===== src/rtl/imem_loader_pkg.sv =====
// imem_loader_pkg
// Shared definitions for the boot-time instruction memory loader.
//   - loader_state_t : loader FSM state encoding
//   - IMEM_BASE      : byte address of instruction word 0. The fetch unit
//                      uses the same constant as its reset PC, so the two
//                      cannot drift apart.
//   - HDR_WIDTH      : width of the frame header (word count) in bits
//   - wordByteAddr   : byte address of a word index relative to a base
package imem_loader_pkg;

    typedef enum logic [2:0] {
        ST_IDLE   = 3'd0,
        ST_CNT_HI = 3'd1,
        ST_CNT_LO = 3'd2,
        ST_DATA   = 3'd3,
        ST_DONE   = 3'd4,
        ST_ERR    = 3'd5
    } loader_state_t;

    localparam logic [31:0] IMEM_BASE = 32'h0000_3000;
    localparam int          HDR_WIDTH = 16;

    // Words are 4 bytes, so the byte offset is the index shifted by 2.
    // The sum wraps at 32 bits, like the core's own address arithmetic.
    function automatic logic [31:0] wordByteAddr(input logic [31:0] base,
                                                 input logic [31:0] index);
        return base + (index << 2);
    endfunction

endpackage


===== src/rtl/imem_loader_byte_packer.sv =====
// byte_packer
// Packs a byte stream into 32-bit big-endian words: the first byte of a
// word lands in [31:24], the fourth in [7:0].
// Ports:
//   clk, reset        : clock, synchronous active-high reset
//   i_clear           : discard any partial word and restart at byte 0
//   i_accept          : i_byte is consumed on this edge
//   i_byte            : stream byte
//   o_word            : packed word; valid while o_word_valid is high
//   o_word_valid      : one-cycle pulse, the cycle after the 4th byte
//   o_word_complete   : this cycle's accept completes a word (combinational,
//                       lets the parent act on the same edge as the packer)
module byte_packer
    import imem_loader_pkg::*;
(
    input  logic        clk,
    input  logic        reset,
    input  logic        i_clear,
    input  logic        i_accept,
    input  logic [7:0]  i_byte,
    output logic [31:0] o_word,
    output logic        o_word_valid,
    output logic        o_word_complete
);

    logic [1:0]  r_byte_cnt;
    logic [31:0] r_shift;
    logic        r_word_valid;

    assign o_word_complete = i_accept && (r_byte_cnt == 2'd3);

    // After the 4th byte the shift register holds exactly the packed word,
    // and it cannot change before the next accepted byte, so it doubles as
    // the write data for the valid cycle.
    always_ff @(posedge clk) begin
        if (reset) begin
            r_byte_cnt   <= 2'd0;
            r_shift      <= 32'd0;
            r_word_valid <= 1'b0;
        end else begin
            r_word_valid <= 1'b0;
            if (i_clear) begin
                r_byte_cnt <= 2'd0;
                r_shift    <= 32'd0;
            end else if (i_accept) begin
                r_shift    <= {r_shift[23:0], i_byte};
                r_byte_cnt <= r_byte_cnt + 2'd1;
                if (o_word_complete) begin
                    r_word_valid <= 1'b1;
                end
            end
        end
    end

    assign o_word       = r_shift;
    assign o_word_valid = r_word_valid;

endmodule


===== src/rtl/imem_loader.sv =====
// imem_loader
// Boot-time loader: receives a framed byte stream (16-bit big-endian word
// count, then big-endian 32-bit words) and writes each word into
// instruction memory starting at BASE_ADDR. Keeps the core in reset until
// a load finishes cleanly.
// Ports:
//   clk, reset  : clock, synchronous active-high reset
//   start       : one-cycle pulse, begins a load from IDLE, DONE or ERR
//   in_valid    : in_data holds a valid byte
//   in_data     : stream byte
//   in_ready    : loader accepts a byte this cycle
//   we          : instruction memory write strobe, one cycle per word
//   waddr       : byte address of the write
//   wdata       : word to write
//   cpu_hold    : hold the core (and its PC) in reset
//   done        : load completed (level)
//   err         : header word count exceeded memory depth (level)
module imem_loader
    import imem_loader_pkg::*;
#(
    parameter int          DEPTH_LOG2 = 10,
    parameter logic [31:0] BASE_ADDR  = IMEM_BASE
) (
    input  logic        clk,
    input  logic        reset,
    input  logic        start,
    input  logic        in_valid,
    input  logic [7:0]  in_data,
    output logic        in_ready,
    output logic        we,
    output logic [31:0] waddr,
    output logic [31:0] wdata,
    output logic        cpu_hold,
    output logic        done,
    output logic        err
);

    // Largest legal word count; the index carries one extra bit so a full
    // memory's worth of words can be counted.
    localparam logic [HDR_WIDTH:0] MAX_WORDS = (HDR_WIDTH+1)'(2 ** DEPTH_LOG2);

    loader_state_t          r_state;
    logic [HDR_WIDTH-1:0]   r_count;
    logic [DEPTH_LOG2:0]    r_index;
    logic [31:0]            r_waddr;
    logic                   r_in_ready;
    logic                   r_cpu_hold;
    logic                   r_done;
    logic                   r_err;

    loader_state_t          w_next_state;
    logic                   w_accept;
    logic                   w_start_load;
    logic [HDR_WIDTH-1:0]   w_full_count;
    logic                   w_last_word;
    logic                   w_word_complete;
    logic                   w_word_valid;
    logic [31:0]            w_word;

    assign w_accept     = in_valid && r_in_ready;
    assign w_start_load = start && ((r_state == ST_IDLE) ||
                                    (r_state == ST_DONE) ||
                                    (r_state == ST_ERR));
    assign w_full_count = {r_count[HDR_WIDTH-1:8], in_data};
    assign w_last_word  = (HDR_WIDTH'(r_index) == (r_count - HDR_WIDTH'(1)));

    byte_packer u_packer (
        .clk             (clk),
        .reset           (reset),
        .i_clear         (w_start_load),
        .i_accept        (w_accept && (r_state == ST_DATA)),
        .i_byte          (in_data),
        .o_word          (w_word),
        .o_word_valid    (w_word_valid),
        .o_word_complete (w_word_complete)
    );

    always_comb begin
        w_next_state = r_state;
        case (r_state)
            ST_IDLE, ST_DONE, ST_ERR: begin
                if (start) w_next_state = ST_CNT_HI;
            end
            ST_CNT_HI: begin
                if (w_accept) w_next_state = ST_CNT_LO;
            end
            ST_CNT_LO: begin
                if (w_accept) begin
                    if (w_full_count == '0)
                        w_next_state = ST_DONE;
                    else if ({1'b0, w_full_count} > MAX_WORDS)
                        w_next_state = ST_ERR;
                    else
                        w_next_state = ST_DATA;
                end
            end
            ST_DATA: begin
                if (w_word_complete && w_last_word) w_next_state = ST_DONE;
            end
            default: w_next_state = ST_IDLE;
        endcase
    end

    // Status outputs are registered from the next state, so they change on
    // the same edge as the state itself. In particular the final write's
    // strobe, done and the release of cpu_hold all appear together.
    always_ff @(posedge clk) begin
        if (reset) begin
            r_state    <= ST_IDLE;
            r_count    <= '0;
            r_index    <= '0;
            r_waddr    <= BASE_ADDR;
            r_in_ready <= 1'b0;
            r_cpu_hold <= 1'b1;
            r_done     <= 1'b0;
            r_err      <= 1'b0;
        end else begin
            r_state    <= w_next_state;
            r_in_ready <= (w_next_state == ST_CNT_HI) ||
                          (w_next_state == ST_CNT_LO) ||
                          (w_next_state == ST_DATA);
            r_cpu_hold <= (w_next_state != ST_DONE);
            r_done     <= (w_next_state == ST_DONE);
            r_err      <= (w_next_state == ST_ERR);

            if (w_start_load) begin
                r_index <= '0;
            end

            if (w_accept && (r_state == ST_CNT_HI)) begin
                r_count[HDR_WIDTH-1:8] <= in_data;
            end
            if (w_accept && (r_state == ST_CNT_LO)) begin
                r_count[7:0] <= in_data;
            end

            // Address is captured on the 4th-byte edge so it lines up with
            // the packer's registered word_valid in the following cycle.
            if ((r_state == ST_DATA) && w_word_complete) begin
                r_waddr <= wordByteAddr(BASE_ADDR, 32'(r_index));
                r_index <= r_index + 1'b1;
            end
        end
    end

    assign in_ready = r_in_ready;
    assign we       = w_word_valid;
    assign waddr    = r_waddr;
    assign wdata    = w_word;
    assign cpu_hold = r_cpu_hold;
    assign done     = r_done;
    assign err      = r_err;

endmodule


===== config.mk =====
export PLATFORM = sky130hd
export DESIGN_NAME = imem_loader
export DESIGN_NICKNAME = d
export VERILOG_FILES = /design/src/rtl/imem_loader_pkg.sv /design/src/rtl/imem_loader_byte_packer.sv /design/src/rtl/imem_loader.sv
export SDC_FILE = /design/constraint.sdc
export NUM_CORES = 1
export LEC_CHECK = 0
export BUFFER_PORTS_ARGS = -buffer_cell sky130_fd_sc_hd__buf_2
export CAP_MARGIN = 20
export CORE_MARGIN = 2
export CORE_UTILIZATION = 45
export CTS_BUF_LIST = sky130_fd_sc_hd__clkbuf_8
export CTS_CLUSTER_SIZE = 8
export DETAILED_ROUTE_END_ITERATION = 16
export PLACE_DENSITY = 0.73
export SYNTH_ARGS = -nofsm -noshare
export SYNTH_HDL_FRONTEND = slang
export SYNTH_SLANG_ARGS = --single-unit

===== constraint.sdc =====
create_clock -name clk -period 2.36 [get_ports clk]
set_clock_uncertainty 0.05 [all_clocks]
set_input_delay 0.472 -clock clk [delete_from_list [all_inputs] [get_ports clk]]
set_output_delay 0.472 -clock clk [all_outputs]
set_load 0.05 [all_outputs]

# Word-level counts from Yosys, hierarchy flattened
# Index checks and enable logic that the tools add are counted.
# W data, S select, Z words.
[totals] ff_bits=101 latchBits=0 mem_bits_rw=0 romBits=0 input_bits=12 out_inout_bits=69 word_cells=59 n_memories=0
[op_classes] n_addsub=4 mul=0 div_mod_pow=0 magnitude_cmp=1 n_eq_ne=13 shifts=0 n_mux=10 bitwise_logic=1 reduce_logical=18
[ops] cell="$mux W11" count=2
[ops] cell="$mux W3" count=6
[ops] cell="$eq A11 B16 Y1" count=1
[ops] cell="$gt A16 B11 Y1 const B" count=1
[ops] cell="$logic_not A16 Y1" count=1
[ops] cell="$sub A16 B1 Y16 const B" count=1
[ops] cell="$add A14 B13 Y15 const A" count=1
[ops] cell="$eq A3 B2 Y1 const B" count=4
[ops] cell="$eq A3 B3 Y1 const B" count=4
[ops] cell="$pmux W3 S4" count=1
[ops] cell="$add A11 B1 Y11 const B" count=1
[ops] cell="$logic_and A1 B1 Y1" count=8
[ops] cell="$eq A3 B1 Y1 const B" count=2
[ops] cell="$reduce_or A3 Y1" count=2
[ops] cell="$logic_or A1 B1 Y1" count=4
[ops] cell="$logic_not A3 Y1" count=1
[ops] cell="$ne A3 B3 Y1 const B" count=1
[ops] cell="$add A2 B1 Y2 const B" count=1
[ops] cell="$eq A2 B2 Y1 const B" count=1
[ops] cell="$reduce_bool A2 Y1" count=1
[ops] cell="$reduce_or A2 Y1" count=1
[ops] cell="$mux W1" count=1
[ops] cell="$not A1 Y1" count=1

# Longest topological paths before layout
# Gate-level depths: netlist of run 1.
[depth] word_depth=9 mapped_depth=9 mapped_depth_nobuf=8

# By module
# From an unflattened synthesis of run 1, not the netlist that was laid out.
[hier_totals] hier_cells=441 area_unflattened_um2=3852.4
[by_module_without_submodules] mod="imem_loader" n_inst=1 cells_per_inst=325 area_per_inst_um2=2553.7 seq_area_each_um2=920.9
[by_module_without_submodules] mod="byte_packer" n_inst=1 cells_per_inst=116 area_per_inst_um2=1298.7 seq_area_each_um2=700.7

# Worst setup path after synthesis of run 1
# No wires, ideal clock.
[synth_timing] path_type="flip-flop to flip-flop" startpoint="register r_count[0]" endpoint="register r_cpu_hold, in the netlist cpu_hold" setup_time_ps=120 arrival_ps=2284 required_ps=2190 setup_slack_ps=-93 stages_incl_launch_ff=9 path_buffers=0 period_less_slack_ps=2453 cell_sequence="dfxtp_1 > inv_1 > ha_1 > xnor2_1 > or4b_1 > a311oi_2 > o221ai_2 > or3_4 > a211o_1"
[synth_between] elab_chain_cells=6
[synth_rtl] item="from (decl)" line_no="imem_loader.sv:43" text="logic [HDR_WIDTH-1:0] r_count;"
[synth_rtl] item="from (signal, indexed assignment)" line_no="imem_loader.sv:131" text="r_count[HDR_WIDTH-1:8] <= in_data;"
[synth_rtl] item="from (signal assigned)" line_no="imem_loader.sv:134" text="r_count[7:0] <= in_data;"
[synth_rtl] item="$sub A16 B1 Y16" line_no="imem_loader.sv:65" text="assign w_last_word = (HDR_WIDTH'(r_index) == (r_count - HDR_WIDTH'(1)));"
[synth_rtl] item="$eq A11 B16 Y1" line_no="imem_loader.sv:65"
[synth_rtl] item="$logic_and A1 B1 Y1" line_no="imem_loader.sv:98" text="if (w_word_complete && w_last_word) w_next_state = ST_DONE;"
[synth_rtl] item="$mux W3" line_no="imem_loader.sv:98"
[synth_rtl] item="$pmux W3 S4" line_no="imem_loader.sv:80" text="case (r_state)"
[synth_rtl] item="$ne A3 B3 Y1" line_no="imem_loader.sv:122" text="r_cpu_hold <= (w_next_state != ST_DONE);"
[synth_rtl] item="to (signal assigned)" line_no="imem_loader.sv:122"
[synth_rtl] item="to (decl)" line_no="imem_loader.sv:47" text="logic r_cpu_hold;"
# No other way between the ends.
# A chain may end at the register's enable or synchronous reset.

# Final worst setup path of run 1
[layout_timing] startpoint="register r_count[1]" endpoint="register r_cpu_hold, in the netlist cpu_hold"
# The elaborated chain is that of the path after synthesis.

==> flow_summary_export.csv, run 1 <==
group,metric,value,unit
worst_setup_path,cp-start-kind,"register",
power,swShare,27.9,%
clocking,cts_sinks,81,
sta,fin_ws,-0.102,ns
power,internal_power,2110,uW
worst_setup_path,cp.required,2.55,ns
sta,rsz0062_at_grt,"true",
clocking,hold_buffers,0,
worst_setup_path,critical_path_class,"reg2reg",
power,switching_power,818,uW
sta,slew_violations,0,
die,die_h,95.0,um
worst_setup_path,end_kind,"register",
worst_setup_path,crit_end,"cpu_hold$_SDFF_PP1_",
place,portBuffers,61,
clocking,clk_latency,0.36,ns
run,drv_cap,0,
clocking,htreeDepth,3,
min_path,hp-class,"in2reg",
final_layout,fin_nets,552,
global_routing,grt_pass1_wl,14.9,mm
worst_setup_path,timing.rr.end,"cpu_hold$_SDFF_PP1_",
run_status,violations,"negative setup slack",
worst_setup_path,worstReg2RegStart,"r_count[1]$_SDFFE_PP0P_",
power,powerDensity,640,nW/um^2
worst_setup_path,crit_arrival,2.66,ns
worst_setup_path,r2r_slack,-0.10,ns
clocking,cts-buffers-inserted,9,
final_layout,area_growth_syn_to_layout,22.7,%
sta,fin_crit_sh,104,%
power,p_leak,0.00180,uW
final_layout,diodes,0,
clocking,cts_tree,"yes",
die,coreArea,8130,um^2
final_layout,final_common_cell,"nand2_1",
clocking,cts_root_buffer,"clkbuf_8",
run_status,status,"finished with violations",
routing,avgViaCountPerCell,5.25,
synthesis,synthesis.area,3730,um^2
routing,drt-total-wl,9.15,mm
global_routing,antenna_found_initial,0,
power,ir_drop,279,uV
sta,hold_violations,0,
power,clkPwrFrac,40.1,%
worst_setup_path,critical_path.startpoint,"r_count[1]$_SDFFE_PP0P_",
place,dpl_worst_slack,-0.208,ns
sta,min_period,2.46,ns
routing,route.detailed.drc,0,
worst_setup_path,path_max_fanout,5,
sta,max_freq,0.406,GHz
power,p_seq_share,48.1,%
routing,drtIter0Drc,191,
synthesis,postSynthAreaPerCell,8.09,um^2
clocking,clk_pin_slew,0.10,ns
die,io_pins,81,
synthesis,syn_inst,461,
synthesis,synth_edf_count,0,
routing,vias,3397,
place,dp_hpwl,6.36,mm
synthesis,synth-seq-cells,81,
synthesis,yosysWarnings,0,
final_layout,drive_gt1_share,26.2,%
clocking,clk_path_buf_depth,2,
die,initial_core_util,45.9,%
synthesis,async_flop_share,0,%
die,placementRows,33,
final_layout,final_cell_mix,"nand2_1 (97), dfxtp_1 (79), buf_2 (61)",
synthesis,yosysSeqAreaShare,43.5,%
die,die_area,9030,um^2
power,p_total,2930,uW
place,globalplace.congestion,0.888,
global_routing,grt_usage,20.9,%
global_routing,grt_max_degree,37,
global_routing,grt_pass1_vias,3099,
routing,dr.pass1.iters,4,
sta,setup-tns-final,-0.279,ns
sta,setup_viol,7,
synthesis,ys.flop_type,"dfxtp_1",
synthesis,ys_types,55,
die,fp.dieW,95.0,um
power,power_frac_comb,11.8,%
routing,wire_per_inst,14.1,um
global_routing,grt_overflow,0,
worst_setup_path,reg2regPathDepth,8,
routing,ant_nets,0,
==> routing by layer <==
layer	track usage, %	share of wire [%]	vias to the layer above
met5	0	0	-
met4	6.64	1.3	0
met3	4.35	4.6	8
met2	33.8	47	99
met1	28.1	47	1594
li1	-	-	1696
==> power groups by stage <==
stage	logic, uW	registers [uW]	clock network [uW]
6_report	347	1410	1180
5_1_grt	378	1410	1250
4_1_cts	333	1410	1200
3_5_place_dp	326	1440	0
3_3_place_gp	322	1440	0
2_1_floorplan	264	1440	0
==> worst min-delay path by stage <==
stage | slack (ns) | to | cells after the start | from
5_1_grt | 0.35 | u_packer.o_word[5]$_SDFFE_PP0P_ | 3 | in_data[5]
4_1_cts | 0.33 | u_packer.o_word[5]$_SDFFE_PP0P_ | 3 | in_data[5]
3_3_place_gp | 0.39 | u_packer.o_word[31]$_SDFFE_PP0P_ | 2 | u_packer.o_word[31]$_SDFFE_PP0P_
2_1_floorplan | 0.39 | u_packer.r_byte_cnt[1]$_SDFFE_PP0P_ | 2 | u_packer.r_byte_cnt[1]$_SDFFE_PP0P_
6_report | 0.34 | u_packer.o_word[5]$_SDFFE_PP0P_ | 3 | in_data[5]
3_5_place_dp | 0.39 | u_packer.o_word[27]$_SDFFE_PP0P_ | 2 | u_packer.o_word[27]$_SDFFE_PP0P_
==> through the flow <==
stage | util (%) | hold slack [ns] | area (um^2) | instances
after floorplan | - | 0.390 | 3810 | 479
after global placement | 51.7 | 0.388 | 4210 | 628
after detailed placement | 51.7 | 0.393 | 4210 | 628
after CTS | 55.3 | 0.327 | 4500 | 646
after global routing | 56.3 | 0.349 | 4580 | 647
final | 56.3 | 0.341 | 4580 | 647
==> synth_stat cells, types with 2 or more instances <==
library cell / instances / share of area (%)
xnor2_1: 8 / 1.9
xor2_1: 5 / 1.2
or3_1: 4 / 0.67
a211oi_1: 2 / 0.40
a21o_1: 2 / 0.40
nand3b_1: 4 / 0.81
nand4_1: 3 / 0.50
and2_1: 3 / 0.50
clkbuf_1: 19 / 1.9
nor3b_1: 4 / 0.81
buf_4: 20 / 4.0
dfxtp_1: 81 / 43
buf_2: 2 / 0.27
nand2_1: 97 / 9.8
nand3_1: 13 / 1.7
inv_1: 5 / 0.50
o21a_1: 4 / 0.81
or2_2: 3 / 0.50
a21oi_1: 58 / 7.8
or4_1: 2 / 0.40
mux2i_1: 17 / 4.6
ha_1: 3 / 1.0
nor2_1: 35 / 3.5
o21ai_0: 10 / 1.3
nor3_1: 6 / 0.81
o31ai_1: 3 / 0.60
a31oi_1: 2 / 0.34
and3_1: 2 / 0.34
or3b_2: 2 / 0.47
nor4_1: 8 / 1.3
a21boi_0: 2 / 0.40
buf_1: 5 / 0.50
nand2b_1: 4 / 0.67
nor2b_1: 2 / 0.34
==> kinds of logic after synthesis <==
logic type,count (synthesis),share of synthesized area (%)
and+or+nand+nor,200,25.2
AOI/OAI and AO/OA,94,15.1
DFF,81,43.5
buffers and inverters,52,7.51
muxes,17,4.56
xor gates and xnor gates,13,3.05
adders and majority gates,3,1.01
other,1,0.101
==> repair_timing <==
item / 4_1_cts / 5_1_grt
pin swaps: 2 / 2
gates resized for setup: 13 / 15
buffers inserted: 2 / 1
endpoints found under the setup margin: 7 / 7
==> final cells by class <==
class,instances,area (um^2)
Clock buffer,9,124
Multi-Input combinational cell,346,2010
Clock inverter,7,108
Fill cell,747,3560
Timing Repair Buffer,94,557
Tap cell,105,131
Sequential cell,81,1630
Inverter,5,21.3
==> critical path, stage by stage (launching register included) <==
cell and delay (ns):
dfxtp_4 0.37, inv_2 0.04, ha_4 0.17, xnor2_4 0.14, or4b_4 0.48, a311oi_2 0.28
o221ai_2 0.16, or3_4 0.38, a211o_1 0.26
==> state kept, by name, indices dropped and copies added, names as in the netlist <==
name                   cells
r_index                   11
done                       1
r_count                   16
u_packer.o_word           32
waddr                     12
u_packer.o_word_valid      1
in_ready                   1
u_packer.r_byte_cnt        2
cpu_hold                   1
err                        1
r_state                    3
Note: power is estimated with default switching activity, not from simulation.
==> inputs of run 2 (changes only) <==
PLACE_DENSITY = 0.72   (was 0.73)
SYNTH_HIERARCHICAL = 1   (was unset)
==> flow_summary_export.csv, run 2 <==
group,metric,value,unit
run_status,status,"complete, no violations",
die,die_area,9320,um^2
worst_setup_path,slowest_delay,0.58,ns
routing,met1_length,3.82,mm
power,p_total,2760,uW
synthesis,synth_commonest_cells,"dfxtp_1 (81), nor2_1 (75), mux2i_1 (43)",
die,die_h,96.5,um
place,dpl_worst_slack,-0.0262,ns
clocking,clk_pin_slew,0.09,ns
sta,setup_viol,0,
clocking,clk_latency,0.35,ns
power,internal_power,1930,uW
synthesis,syn_inst,441,
die,fp.dieW,96.5,um
die,io_pins,81,
routing,dr_wl_met3,359,um
routing,top_layer,"met4",
routing,drt-total-wl,8.20,mm
routing,dr.pass1.iters,4,
power,p_seq_share,50.8,%
die,initial_core_util,46.7,%
power,switching_power,825,uW
final_layout,largest_reg_flops,32,
worst_setup_path,critical_path_class,"reg2reg",
sta,max_freq,0.433,GHz
global_routing,grt_usage,18.3,%
synthesis,async_flop_share,0,%
final_layout,diodes,0,
power,ir_drop,399,uV
place,globalplace.congestion,0.929,
final_layout,fin_nets,525,
final_layout,fin_util,53.8,%
routing,route.detailed.drc,0,
synthesis,synth-seq-cells,81,
worst_setup_path,crit_top_cell,"nor4_4",
worst_setup_path,crit_arrival,2.51,ns
synthesis,ys_types,54,
synthesis,synth_top_area_cell,"dfxtp_1",
worst_setup_path,worstReg2RegStart,"r_count[5]$_SDFFE_PP0P_",
synthesis,synthesis.area,3850,um^2
power,swShare,29.9,%
sta,tightest_slew,0.555,ns
clocking,cts_root_buffer,"clkbuf_8",
sta,hold_violations,0,
global_routing,grt_pass1_wl,13.3,mm
place,placedCellCount,604,
sta,fin_crit_sh,97.8,%
clocking,htreeDepth,3,
die,coreArea,8260,um^2
global_routing,grt_max_degree,47,
clocking,cts_tree,"yes",
final_layout,final_common_cell,"dfxtp_1",
synthesis,synth_edf_count,0,
routing,ant_nets,0,
routing,met2_length,3.93,mm
routing,vias,3207,
final_layout,area_growth_syn_to_layout,15.4,%
synthesis,postSynthAreaPerCell,8.74,um^2
power,clkPwrFrac,34.7,%
min_path,hold_start,"in_data[2]",
power,power_frac_comb,14.5,%
synthesis,synth_top_area_share,42.1,%
synthesis,yosysWarnings,6,
power,powerDensity,620,nW/um^2
die,placementRows,33,
place,portBuffers,61,
run,drv_cap,0,
worst_setup_path,cp.required,2.56,ns
sta,min_period,2.31,ns
clocking,cts-buffers-inserted,9,
worst_setup_path,cp-start-kind,"register",
global_routing,grt_pass1_vias,2804,
synthesis,ys.flop_type,"dfxtp_1",
clocking,cts_sinks,81,
worst_setup_path,r2r_slack,0.05,ns
clocking,hold_buffers,0,
sta,slew_headroom,63.0,%
final_layout,fin_cells,620,
routing,drtIter0Drc,151,
place,dp_hpwl,5.94,mm
sta,fin_ws,0.0517,ns
worst_setup_path,end_kind,"register",
routing,avgViaCountPerCell,5.17,
routing,wire_per_inst,13.2,um
final_layout,drive_gt1_share,23.5,%
synthesis,yosysMostFrequentCell,"dfxtp_1",
worst_setup_path,critical_path.startpoint,"r_count[5]$_SDFFE_PP0P_",
worst_setup_path,crit_path_cell_trace,"or4_4 -> nor4_4 -> xnor2_1 -> nand3_1 -> nor4_4 -> nand3_2 -> and4b_1",
synthesis,synthTopCellsByArea,"dfxtp_1 (42%), mux2i_1 (11%), nor2_1 (7.3%)",
clocking,clk_path_buf_depth,2,
worst_setup_path,path_max_fanout,5,
min_path,hp-class,"in2reg",
synthesis,yosysSeqAreaShare,42.1,%
final_layout,final_cell_mix,"dfxtp_1 (79), nor2_1 (73), buf_2 (61)",
sta,rsz0062_at_grt,"true",
worst_setup_path,slowest_stage,"or4_4",
global_routing,grt_overflow,0,
power,p_leak,0.00178,uW
sta,slew_violations,0,
global_routing,antenna_found_initial,0,
[run 2: final timing paths]
kind	end	depth (start not counted)
setup / recovery	in_ready$_SDFF_PP0_	7
setup reg to reg	in_ready$_SDFF_PP0_	7
hold reg to reg	waddr[3]$_SDFFE_PP0P_	2
hold / removal	r_count[2]$_SDFFE_PP0P_	3
[run 2: cell families after synthesis]
| logic type | count (synthesis) | share of synthesized area [%] |
|---|---|---|
| simple gates | 174 | 21.2 |
| flops | 81 | 42.1 |
| compound gates | 68 | 10.6 |
| buf+inv | 52 | 9.32 |
| mux | 47 | 12.3 |
| xor+xnor | 15 | 3.41 |
| fa+ha+maj | 3 | 0.974 |
| other cells | 1 | 0.0973 |
[run 2: through the flow]
stage | TNS (ns) | hold slack [ns] | instance area [um^2]
6_report | 0 | 0.333 | 4440
5_1_grt | -0.313 | 0.344 | 4440
4_1_cts | 0 | 0.330 | 4430
3_5_place_dp | -0.0262 | 0.396 | 4220
3_3_place_gp | 0 | 0.391 | 4220
2_1_floorplan | 0 | 0.411 | 3930
[run 2: timing repair]
action                                  4_1_cts  5_1_grt
buffers inserted                              1        0
gates resized for setup                       3        6
pin swaps                                     7        7
endpoints found under the setup margin        3       10
cloned                                        0        0
hold endpoints to repair                      0        0
[run 2: metal layers]
layer	GRT usage, %	vias to the layer above
li1	-	1616
met2	29.9	62
met3	3.65	8
met1	24.6	1521
met4	5.63	0
met5	0	-
[run 2: power by group through the flow]
stage	combinational (uW)	clock, uW	sequential [uW]
2_1_floorplan	315	0	1450
3_3_place_gp	378	0	1430
3_5_place_dp	384	0	1430
4_1_cts	392	980	1400
5_1_grt	436	1030	1400
6_report	400	957	1400
[run 2: final cells by class]
class	instances	area (um^2)
sequential	81	1630
timing repair buffer	87	500
tap	105	131
fill	768	3810
multi-input combinational	326	1980
clock inverter	6	50.0
inverter	5	18.8
clock buffer	10	138
[run 2: critical path: cells and delay by family, from the launching register on]
family / cells / cell delay (ns)
flip-flops: 1 / 0.32
XOR/XNOR: 1 / 0.15
AND/OR/NAND/NOR: 6 / 1.69
